**config.mk**
```make
export PLATFORM = sky130hd
export DESIGN_NAME = vedic_mac_8bit_seq
export DESIGN_NICKNAME = d
export VERILOG_FILES = /design/src/rtl/vedic_mac_8bit_seq.sv
export SDC_FILE = /design/constraint.sdc
export NUM_CORES = 1
export LEC_CHECK = 0
export CAP_MARGIN = 20
export CORE_AREA = 4 4 98 100
export DETAILED_ROUTE_END_ITERATION = 10
export DIE_AREA = 0 0 102 104
export PLACE_DENSITY = 0.8
export SYNTH_ARGS = -nofsm -noshare
export SYNTH_HDL_FRONTEND = slang
export SYNTH_SLANG_ARGS = --single-unit
```
**constraint.sdc**
```tcl
create_clock -name clk -period 7.4 [get_ports clk]
set_input_delay 1.85 -clock clk [delete_from_list [all_inputs] [get_ports clk]]
set_output_delay 1.85 -clock clk [all_outputs]
set_load 0.005 [all_outputs]
```
**src/rtl/vedic_mac_8bit_seq.sv**
```systemverilog
// -----------------------------------------------------------------------------
// vedic_mac_8bit_seq
//
// Sequential 8x8 unsigned multiply-accumulate stage. A single 4x4 Vedic
// multiplier core (vedic_mult_4bit, defined below) is reused over four passes.
// Each pass picks one nibble of each latched operand, and the core's 8-bit
// partial product is shifted and added into a 16-bit product. On the last pass
// the finished product is added into a running accumulator.
//
// Optional feature:
//   VEDIC_MAC_SAT_EN - when defined, the accumulator saturates at all ones
//                      instead of wrapping modulo 2^ACC_W.
//
// Parameters:
//   ACC_W      accumulator width, 16..32 (default 24)
//
// Ports:
//   clk        clock, rising edge
//   rst        asynchronous active-high reset (aborts any operation, zeroes acc)
//   in_valid   a, b, acc_clr are valid
//   in_ready   block can accept operands (IDLE only)
//   a, b       8-bit unsigned operands
//   acc_clr    zero the accumulator before adding this product
//   out_valid  prod/acc hold the result of the last accepted operation
//   out_ready  downstream consumes the result
//   prod       16-bit product a*b
//   acc        ACC_W-bit running accumulator
// -----------------------------------------------------------------------------

// 4x4 unsigned multiplier using vertical-and-crosswise column sums: column k
// counts the one-bit products a[i]&b[j] with i+j == k, and the columns are then
// combined with their binary weights.
module vedic_mult_4bit (
    input  logic [3:0] a,
    input  logic [3:0] b,
    output logic [7:0] p
);
    logic [7:0] chain [0:7];

    assign chain[0] = 8'd0;

    genvar gi;
    generate
        for (gi = 0; gi < 7; gi++) begin : g_col
            logic [2:0] col;

            always_comb begin
                int k;
                col = 3'd0;
                k   = 0;
                for (int i = 0; i < 4; i++) begin
                    k = gi - i;
                    if (k >= 0 && k <= 3) begin
                        col = col + {2'b00, a[i[1:0]] & b[k[1:0]]};
                    end
                end
            end

            assign chain[gi + 1] = chain[gi] + ({5'd0, col} << gi);
        end
    endgenerate

    assign p = chain[7];
endmodule

module vedic_mac_8bit_seq #(
    parameter int ACC_W = 24
) (
    input  logic             clk,
    input  logic             rst,
    input  logic             in_valid,
    output logic             in_ready,
    input  logic [7:0]       a,
    input  logic [7:0]       b,
    input  logic             acc_clr,
    output logic             out_valid,
    input  logic             out_ready,
    output logic [15:0]      prod,
    output logic [ACC_W-1:0] acc
);
    typedef enum logic [1:0] {
        IDLE = 2'd0,
        MUL  = 2'd1,
        DONE = 2'd2
    } state_t;

    state_t           state_reg, state_next;
    logic [7:0]       a_q, b_q;
    logic             clr_q;
    logic [1:0]       cnt;
    logic [15:0]      prod_reg;
    logic [ACC_W-1:0] acc_reg;

    logic [3:0]       core_a, core_b;
    logic [7:0]       core_p;
    logic [3:0]       shamt;
    logic [15:0]      pp_shift;
    logic [15:0]      prod_sum;
    logic [ACC_W-1:0] acc_base;
    logic [ACC_W-1:0] acc_upd;

    // cnt[1] selects the multiplicand nibble, cnt[0] the multiplier nibble,
    // giving lo*lo, lo*hi, hi*lo, hi*hi over passes 0..3.
    always_comb begin
        core_a = cnt[1] ? a_q[7:4] : a_q[3:0];
        core_b = cnt[0] ? b_q[7:4] : b_q[3:0];
    end

    vedic_mult_4bit u_core (
        .a (core_a),
        .b (core_b),
        .p (core_p)
    );

    always_comb begin
        shamt = 4'd4;
        if (cnt == 2'd0) begin
            shamt = 4'd0;
        end else if (cnt == 2'd3) begin
            shamt = 4'd8;
        end
    end

    // The running 16-bit sum cannot overflow: the full product tops out at 0xFE01.
    assign pp_shift = {8'd0, core_p} << shamt;
    assign prod_sum = prod_reg + pp_shift;
    assign acc_base = clr_q ? '0 : acc_reg;

`ifdef VEDIC_MAC_SAT_EN
    logic [ACC_W:0] acc_sum;
    assign acc_sum = {1'b0, acc_base} + (ACC_W + 1)'(prod_sum);
    assign acc_upd = acc_sum[ACC_W] ? '1 : acc_sum[ACC_W-1:0];
`else
    assign acc_upd = acc_base + ACC_W'(prod_sum);
`endif

    always_ff @(posedge clk or posedge rst) begin
        if (rst) begin
            state_reg <= IDLE;
        end else begin
            state_reg <= state_next;
        end
    end

    always_comb begin
        state_next = state_reg;
        case (state_reg)
            IDLE: if (in_valid) state_next = MUL;
            MUL:  if (cnt == 2'd3) state_next = DONE;
            DONE: if (out_ready) state_next = IDLE;
            default: state_next = IDLE;
        endcase
    end

    always_ff @(posedge clk or posedge rst) begin
        if (rst) begin
            a_q      <= 8'd0;
            b_q      <= 8'd0;
            clr_q    <= 1'b0;
            cnt      <= 2'd0;
            prod_reg <= 16'd0;
            acc_reg  <= '0;
        end else begin
            case (state_reg)
                IDLE: begin
                    if (in_valid) begin
                        a_q      <= a;
                        b_q      <= b;
                        clr_q    <= acc_clr;
                        cnt      <= 2'd0;
                        prod_reg <= 16'd0;
                    end
                end
                MUL: begin
                    prod_reg <= prod_sum;
                    cnt      <= cnt + 2'd1;
                    if (cnt == 2'd3) begin
                        acc_reg <= acc_upd;
                    end
                end
                default: ;
            endcase
        end
    end

    assign in_ready  = (state_reg == IDLE);
    assign out_valid = (state_reg == DONE);
    assign prod      = prod_reg;
    assign acc       = acc_reg;
endmodule
```
# Yosys cells after proc, flatten, opt, wreduce, memory -nomap -nowiden
# Cells that the tools add are included.
[totals]
regBits = 61
latch_bits = 0
ramBits = 0
mem_bits_ro = 0
out_inout_bits = 42
memories = 0
[op_classes]
n_addsub = 18
multipliers = 0
n_div = 0
magnitude_cmp = 0
n_eq_ne = 6
n_shift = 1
muxes = 13
n_bitwise = 16
n_reduce_logical = 7
[op_table]
columns = ["cell", "count"]
rows = [
  ["$pmux 16 s2", 1],
  ["$add 24x16->24", 1],
  ["$mux 24", 1],
  ["$add 16x16->16", 1],
  ["$add 8x7->8", 2],
  ["$and 1x1->1", 16],
  ["$mux 16", 1],
  ["$mux 4", 4],
  ["$shl 8x4->16", 1],
  ["$add 3x1->3", 4],
  ["$add 1x1->2", 5],
  ["$add 8x5->8", 1],
  ["$add 8x6->8", 1],
  ["$add 8x8->8", 1],
  ["$mux 2", 4],
  ["$pmux 2 s3", 1],
  ["$reduce_and 2->1", 3],
  ["$add 1x4->5", 1],
  ["$eq 2x2->1 const B", 2],
  ["$logic_not 2->1", 2],
  ["$ne 2x2->1 const B", 2],
  ["$pmux 2 s2", 1],
  ["$reduce_and 3->1", 1],
  ["$add 2x1->2 const B", 1],
  ["3 further kinds", 3],
]

# Longest topological paths before layout
# Gate-level depths: netlist (run 1).
[logic_depth]
word_depth = 12
ltp_mapped = 31
depth_no_buf = 29

# Cells and area by module
# A second synthesis (run 1) with hierarchy kept.
[unflattened]
cells_unflattened = 550
area_unflattened_um2 = 4744.6
[by_module_without_submodules]
columns = ["module", "n_inst", "cells_each", "area_each_um2", "seq_area_each_um2"]
rows = [
  ["vedic_mac_8bit_seq", 1, 510, 4339.2, 1526.5],
  ["vedic_mult_4bit", 1, 40, 405.4, 0.0],
]

# Worst setup path after synthesis (run 1)
# OpenSTA, ideal clock, no wires.
[synth_timing]
path_kind = "reg2reg"
start = "reg cnt[1]"
end = "reg acc_reg[20] (netlist: acc[20])"
setup_ns = 0.094
t_arrival_ns = 6.130
required_ns = 7.306
setup_slack_ns = 1.176
path_stages_with_launch = 30
path_buffers = 2
synth_period_minus_slack_ns = 6.224
cell_sequence = "dfrtp_1 -> clkbuf_1 -> mux2i_1 -> nor2_1 -> ha_1 -> inv_1 -> fa_1 -> inv_1 -> ha_1 -> inv_1 -> fa_1 -> inv_1 -> ha_1 -> nor2b_1 -> or4_4 -> a31oi_1 -> ha_1 -> a211oi_1 -> o211ai_1 -> a41oi_1 -> a21oi_1 -> xor2_1 -> ha_1 -> clkbuf_1 -> nand3_1 -> nor2_1 -> o21ai_0 -> o21ai_0 -> a32oi_1 -> a211oi_1"
[synth_via]
elab_chain_len = 12
elab_cells_between_ends = 40
[synth_rtl]
columns = ["item", "line_no", "rtl"]
rows = [
  ["start, declared", "90", "logic [1:0] cnt;"],
  ["start signal, assigned", "176", "cnt <= cnt + 2'd1;"],
  ["$mux 4", "105", "core_a = cnt[1] ? a_q[7:4] : a_q[3:0];"],
  ["$and 1x1->1", "54", "col = col + {2'b00, a[i[1:0]] & b[k[1:0]]};"],
  ["$add 1x1->2", "54", ""],
  ["$add 1x4->5 or $add 3x1->3 (tied branches)", "59, 54", ""],
  ["$add 8x5->8 or $add 3x1->3 (tied branches)", "59, 54", ""],
  ["$add 8x6->8", "59", "assign chain[gi + 1] = chain[gi] + ({5'd0, col} << gi);"],
  ["$add 8x7->8", "59", ""],
  ["$add 8x8->8", "59", ""],
  ["$add 8x7->8", "59", ""],
  ["$shl 8x4->16", "125", "assign pp_shift = {8'd0, core_p} << shamt;"],
  ["$add 16x16->16", "126", "assign prod_sum = prod_reg + pp_shift;"],
  ["$add 24x16->24", "134", "assign acc_upd = acc_base + ACC_W'(prod_sum);"],
  ["end signal, assigned", "178", "acc_reg <= acc_upd;"],
  ["end, declared", "92", "logic [ACC_W-1:0] acc_reg;"],
]
# Several ways; a longest one is shown, not always the timed one.
# A chain may end at the register's enable or synchronous reset.

# Worst setup path after layout (run 1)
[layout_timing]
start = "reg cnt[0]"
end = "reg acc_reg[20] (netlist: acc[20])"
[layout_via]
elab_chain_len = 12
elab_cells_between_ends = 40
[layout_rtl]
columns = ["item", "line_no", "rtl"]
rows = [
  ["$mux 4", "106", "core_b = cnt[0] ? b_q[7:4] : b_q[3:0];"],
  ["$and 1x1->1", "54", ""],
  ["$add 1x1->2", "54", ""],
  ["$add 1x4->5 or $add 3x1->3 (tied branches)", "59, 54", ""],
  ["$add 8x5->8 or $add 3x1->3 (tied branches)", "59, 54", ""],
  ["$add 8x6->8", "59", ""],
  ["$add 8x7->8", "59", ""],
  ["$add 8x8->8", "59", ""],
  ["$add 8x7->8", "59", ""],
  ["$shl 8x4->16", "125", ""],
  ["$add 16x16->16", "126", ""],
  ["$add 24x16->24", "134", ""],
]
# Several ways; a longest one is shown, not always the timed one.

==> metrics.cfg, run 1 <==
[status]
status = finished clean

[setup_path]
crit_arrival_ns = 7.14
r2r_cells = 27
r2r_end = acc[20]
worstPathMaxFanout = 7
crit_path_end_kind = flip-flop
ff2ff_setup_slack_ns = 0.52
required_ns = 7.66
rr_startpoint = cnt[0]
critPathLaunchType = flip-flop
critPathKind = flip-flop to flip-flop

[drt]
wl_per_cell_um = 17.1
viasPerCell = 6.00
vias = 4314
ant_nets = 0
drc_errors = 0
drt_iter0_markers = 247
finalWirelength_um = 12300
first_pass_iters = 5

[sta]
hold_viol = 0
drv_slew = 0
worst_pin_slew_ns = 0.836
rsz0062_at_grt = false
finClkSkew_ns = 0.00982
tns_ns = 0
finalCritPeriodShare_pct = 93.0
fmaxAchievable_ghz = 0.145
fin_crit_ns = 6.88
relSlewSlack_pct = 44.2
hold_ws_ns = 0.500
setup-violations-final = 0

[min_path]
hp-class = flip-flop to flip-flop
hold-path-cell-count = 1
whs_endpoint = state_reg[0]
hp-start = state_reg[1]

[clock_tree]
clk_pin_slew_worst_paths_ns = 0.08
cts_buffers = 9
clock_path_buffers = 2
clkLatencyLatePin_ns = 0.35
post_cts_buffers = 0
cts_tree = yes
cts_hold_buf = 0
postCtsResizedCells = 0
root_buffer = clkbuf_8
clkSinkCount = 61
h-tree-depth = 3

[die]
start_util_pct = 55.5
rows = 34
io_pins = 63
dieWidth_um = 102
die_area_mm2 = 0.0106
coreArea_mm2 = 0.00868
die_h_um = 104

[final_layout]
final_core_util_pct = 66.5
layout-drive-gt1-share_pct = 8.02
areaGrowthSynthToFinish_pct = 19.9
fillers = 726
multi_input_area_mm2 = 0.00312
diodes = 0
fin_nets = 678
seqCellArea_mm2 = 0.00153
largest_reg_flops = 24

[placed_design]
hpwl_um = 9190
portBuffers = 62
routabilityCongestion = 0.936

[flow_run]
drv_cap = 0

[synth]
yosysTopAreaCellShare_pct = 31.7
syn_nets = 619
synth_cells = 547
synth_area_leaders = dfrtp_1 32%, ha_1 11%, nand2_1 5.6%, o21ai_0 5.0%, mux2_2 4.0%
yosys.area.top_type = dfrtp_1
ys_seq_area_share_pct = 31.7
synth_most_common_cell = nand2_1
ys_ff_latch = 61
synth_common_cells = 72 x nand2_1, 61 x dfrtp_1, 48 x o21ai_0
avgSynthCellArea_um2 = 8.80
synthArstFlopShare_pct = 100
synth_ff_type = dfrtp_1
synth_warnings = 0
syn-cell-area_mm2 = 0.00481
synth_edf_count = 0
ys_types = 58

[global_route]
grt_max_degree = 62
grt_use_total_pct = 23.4
antenna_found_initial = 0
grt_pass1_wl_um = 19900
overflow = 0
grt_pass1_vias = 4171

==> logic make-up (layout without fill, tap and decap cells) <==
kind of cell	count (synthesis)	in the layout	share of synthesized area (%)
AND/OR/NAND/NOR	181	181	17.8
AO/OA/AOI/OAI	153	153	20.6
flip-flops	61	61	31.7
XOR/XNOR	31	31	5.64
multiplexers	29	29	6.47
adder cells (fa/ha/maj)	51	51	14.3
buffers and inverters	41	105	3.43
==> cells in the final DEF (no fill, tap or decap), types with 4 or more instances in the layout <==
cell / count
nand2_1: 72
clkdlybuf4s50_1: 62
dfrtp_1: 61
o21ai_0: 48
ha_1: 44
nor2_1: 43
a21oi_1: 31
inv_1: 21
nor2b_1: 20
mux2_2: 17
xnor2_1: 17
xor2_1: 14
mux2i_1: 12
a21o_1: 11
clkbuf_8: 9
and2_1: 8
a211oi_1: 8
o2bb2ai_1: 7
fa_1: 7
nand3_1: 6
o211ai_1: 6
o21a_1: 6
nand2b_1: 5
and3_1: 5
a31oi_1: 5
buf_4: 5
nor3_1: 4
o21bai_1: 4
==> per-stage QoR <==
step | setup slack, ns | area (um^2) | cells
after floorplan | 1.18 | 4810 | 547
after global placement | 0.982 | 5530 | 703
after detailed placement | 0.665 | 5530 | 703
after CTS | 0.620 | 5770 | 719
after global routing | 0.189 | 5770 | 719
final | 0.518 | 5770 | 719
==> worst max path at each step <==
stage,startpoint,to,slack [ns],cells past startpoint
after global routing,cnt[0],acc[20],0.19,27
after detailed placement,cnt[0],acc[20],0.67,27
final,cnt[0],acc[20],0.52,27
after floorplan,cnt[1],acc[20],1.18,29
after global placement,cnt[1],acc[15],0.98,26
after CTS,cnt[0],acc[20],0.62,27
==> worst max-delay path, cell delays in order (launching register included) <==
cell and delay [ns]:
dfrtp_1 0.54, mux2i_1 0.45, nor2_1 0.11, ha_1 0.31, inv_1 0.05, fa_1 0.39
inv_1 0.06, ha_1 0.13, inv_1 0.04, fa_1 0.47, inv_1 0.04, ha_1 0.32
nor2b_1 0.18, or4_4 0.51, a31oi_1 0.19, ha_1 0.31, a211oi_1 0.25, o211ai_1 0.19
a41oi_1 0.35, a21oi_1 0.12, xor2_1 0.17, ha_1 0.44, nand3_1 0.14, nor2_1 0.15
o21ai_0 0.10, o21ai_0 0.40, a32oi_1 0.19, a211oi_1 0.18
==> cell type report <==
cell class	count	share of cell area, %
multi-input combinational	445	54.1
clock buffer	9	2.15
inverter	22	1.43
clock inverter	7	2.10
tap	108	2.34
timing repair buffer	67	11.4
sequential	61	26.5
==> layer usage <==
metal  global-route usage [%]  vias to the layer above  share of wire [%]
met4                     8.25                        0                2.7
met3                     3.89                       31                5.3
li1                         -                     2070                  -
met5                        0                        -                  0
met1                     30.7                     2060                 43
met2                     38.4                      153                 49
Power of run 1 is not shown: default switching activity piles up to over one toggle a cycle in this logic, so the estimate is an artifact.
==> run 2, diff against run 1 <==
CORE_AREA = 4 4 105 107   (was 4 4 98 100)
DIE_AREA = 0 0 109 111   (was 0 0 102 104)
PLACE_DENSITY = 0.71   (was 0.8)
==> metrics.cfg, run 2 (synthesized netlist as in run 1, its figures left out) <==
[clock_tree]
root_buffer = clkbuf_8  ; unchanged
cts_buffers = 9  ; unchanged
h-tree-depth = 3  ; unchanged
clkSinkCount = 61  ; unchanged
clock_path_buffers = 2  ; unchanged
cts_tree = yes  ; unchanged
cts_hold_buf = 0  ; unchanged
clkLatencyLatePin_ns = 0.36  ; was 0.35 ns
clk_pin_slew_worst_paths_ns = 0.07  ; was 0.08 ns
postCtsResizedCells = 0  ; unchanged
post_cts_buffers = 0  ; unchanged

[die]
dieWidth_um = 109  ; was 102 um
coreArea_mm2 = 0.0101  ; was 0.00868 mm^2
die_area_mm2 = 0.0121  ; was 0.0106 mm^2
start_util_pct = 47.5  ; was 55.5%
rows = 37  ; was 34
io_pins = 63  ; unchanged
die_h_um = 111  ; was 104 um

[global_route]
grt_use_total_pct = 20.8  ; was 23.4%
antenna_found_initial = 0  ; unchanged
grt_pass1_wl_um = 19900  ; about the same
grt_pass1_vias = 4173  ; was 4171
grt_max_degree = 62  ; unchanged
overflow = 0  ; unchanged

[drt]
vias = 4170  ; was 4314
viasPerCell = 5.58  ; was 6.00
finalWirelength_um = 11900  ; was 12300 um
wl_per_cell_um = 15.9  ; was 17.1 um
drc_errors = 0  ; unchanged
drt_iter0_markers = 151  ; was 247
ant_nets = 0  ; unchanged
first_pass_iters = 5  ; unchanged

[sta]
tns_ns = 0  ; unchanged
hold_ws_ns = 0.494  ; was 0.500 ns
relSlewSlack_pct = 43.3  ; was 44.2%
fmaxAchievable_ghz = 0.148  ; was 0.145 GHz
hold_viol = 0  ; unchanged
finClkSkew_ns = 0.0120  ; was 0.00982 ns
fin_ws_ns = 0.637  ; was 0.518 ns
setup-violations-final = 0  ; unchanged
rsz0062_at_grt = false  ; unchanged
fin_crit_ns = 6.76  ; was 6.88 ns
drv_slew = 0  ; unchanged
worst_pin_slew_ns = 0.851  ; was 0.836 ns
finalCritPeriodShare_pct = 91.4  ; was 93.0%

[final_layout]
layout-drive-gt1-share_pct = 8.02  ; unchanged
layout_common_cells = 72 x nand2_1, 62 x clkdlybuf4s50_1, 61 x dfrtp_1, 48 x o21ai_0, 44 x ha_1  ; unchanged
diodes = 0  ; unchanged
fillers = 908  ; was 726
mostFrequentLayoutCell = nand2_1  ; unchanged
largest_reg_flops = 24  ; unchanged
fin_nets = 678  ; unchanged
areaGrowthSynthToFinish_pct = 19.6  ; was 19.9%

[setup_path]
required_ns = 7.65  ; was 7.66 ns
worstPathMaxFanout = 6  ; was 7
critPathKind = flip-flop to flip-flop  ; unchanged
r2r_cells = 26  ; was 27
crit_arrival_ns = 7.01  ; was 7.14 ns
crit_path_frequent_cell = ha_1  ; unchanged
crit_path_end_kind = flip-flop  ; unchanged
worst-path-buf-inv = 4  ; unchanged
ff2ff_setup_slack_ns = 0.64  ; was 0.52 ns
cpPeakStageDelay_ns = 0.51  ; was 0.54 ns
crit_family = adder cells  ; unchanged
startpoint = cnt[1]  ; was cnt[0]
r2r_end = acc[15]  ; was acc[20]
cp_slowest_cell = dfrtp_1  ; unchanged
critPathLaunchType = flip-flop  ; unchanged
rr_startpoint = cnt[1]  ; was cnt[0]

[min_path]
hold-path-cell-count = 1  ; unchanged
hp-start = state_reg[1]  ; unchanged
hp-class = flip-flop to flip-flop  ; unchanged
whs_endpoint = state_reg[0]  ; unchanged

[placed_design]
routabilityCongestion = 0.910  ; was 0.936
hpwl_um = 9030  ; was 9190 um
pre_cts_ws_ns = 0.740  ; was 0.665 ns
portBuffers = 62  ; unchanged

[status]
status = finished clean  ; unchanged

[flow_run]
drv_cap = 0  ; unchanged

-- run 2: cell count changes in the layout (fill, tap and decap cells not counted), sizes merged --
cell	before	now
clkinv	2	4
clkinvlp	0	2
bufinv	3	1
inv	24	22
-- run 2: area by class of cell --
cell class	count	area [um^2]	area share, %
well taps	136	170	2.95
inverters	22	82.6	1.43
clock buffers	9	124	2.15
repair buffers	67	658	11.4
flip-flops and latches	61	1530	26.5
clock inverters	7	76.3	1.32
multi-input cells	445	3120	54.2
-- run 2: per-stage QoR --
stage / utilization [%] / cell area, um^2 / instances
6_report: 56.8 / 5760 / 747
3_3_place_gp: 54.8 / 5560 / 731
3_5_place_dp: 54.8 / 5560 / 731
5_1_grt: 56.8 / 5760 / 747
4_1_cts: 56.8 / 5760 / 747
2_1_floorplan: - / 4810 / 547
-- run 2: routing by layer --
metal,up-vias,GRT usage (%),wire [um]
met1,1957,28.4,5520
met2,123,32.8,5510
met5,-,0,0
li1,2068,-,-
met4,0,8.25,278
met3,22,2.97,556
-- run 2: worst max-delay path by stage --
stage | end | slack, ns | cells after the start
global route | acc[20] | 0.10 | 27
global placement | acc[15] | 0.90 | 26
CTS | acc[20] | 0.67 | 27
finish | acc[15] | 0.64 | 26
floorplan | acc[20] | 1.18 | 29
detailed placement | acc[20] | 0.74 | 27
-- run 2: worst register-to-register path, stage by stage (launching register included) --
cell and delay [ns]:
dfrtp_1 0.51, mux2i_1 0.41, nor2_1 0.08, ha_1 0.28, inv_1 0.05, fa_1 0.37, inv_1 0.06, ha_1 0.13
inv_1 0.05, fa_1 0.47, inv_1 0.04, ha_1 0.33, nor2b_1 0.18, or4_4 0.51, a31oi_1 0.21, ha_1 0.30
a211oi_1 0.28, o211ai_1 0.19, a41oi_1 0.38, xnor2_1 0.15, ha_1 0.41, and3_1 0.24, and3_1 0.18, o211ai_1 0.15
a21oi_1 0.14, or3_1 0.32, a31o_2 0.23
Power of run 2 is left out for the same reason.
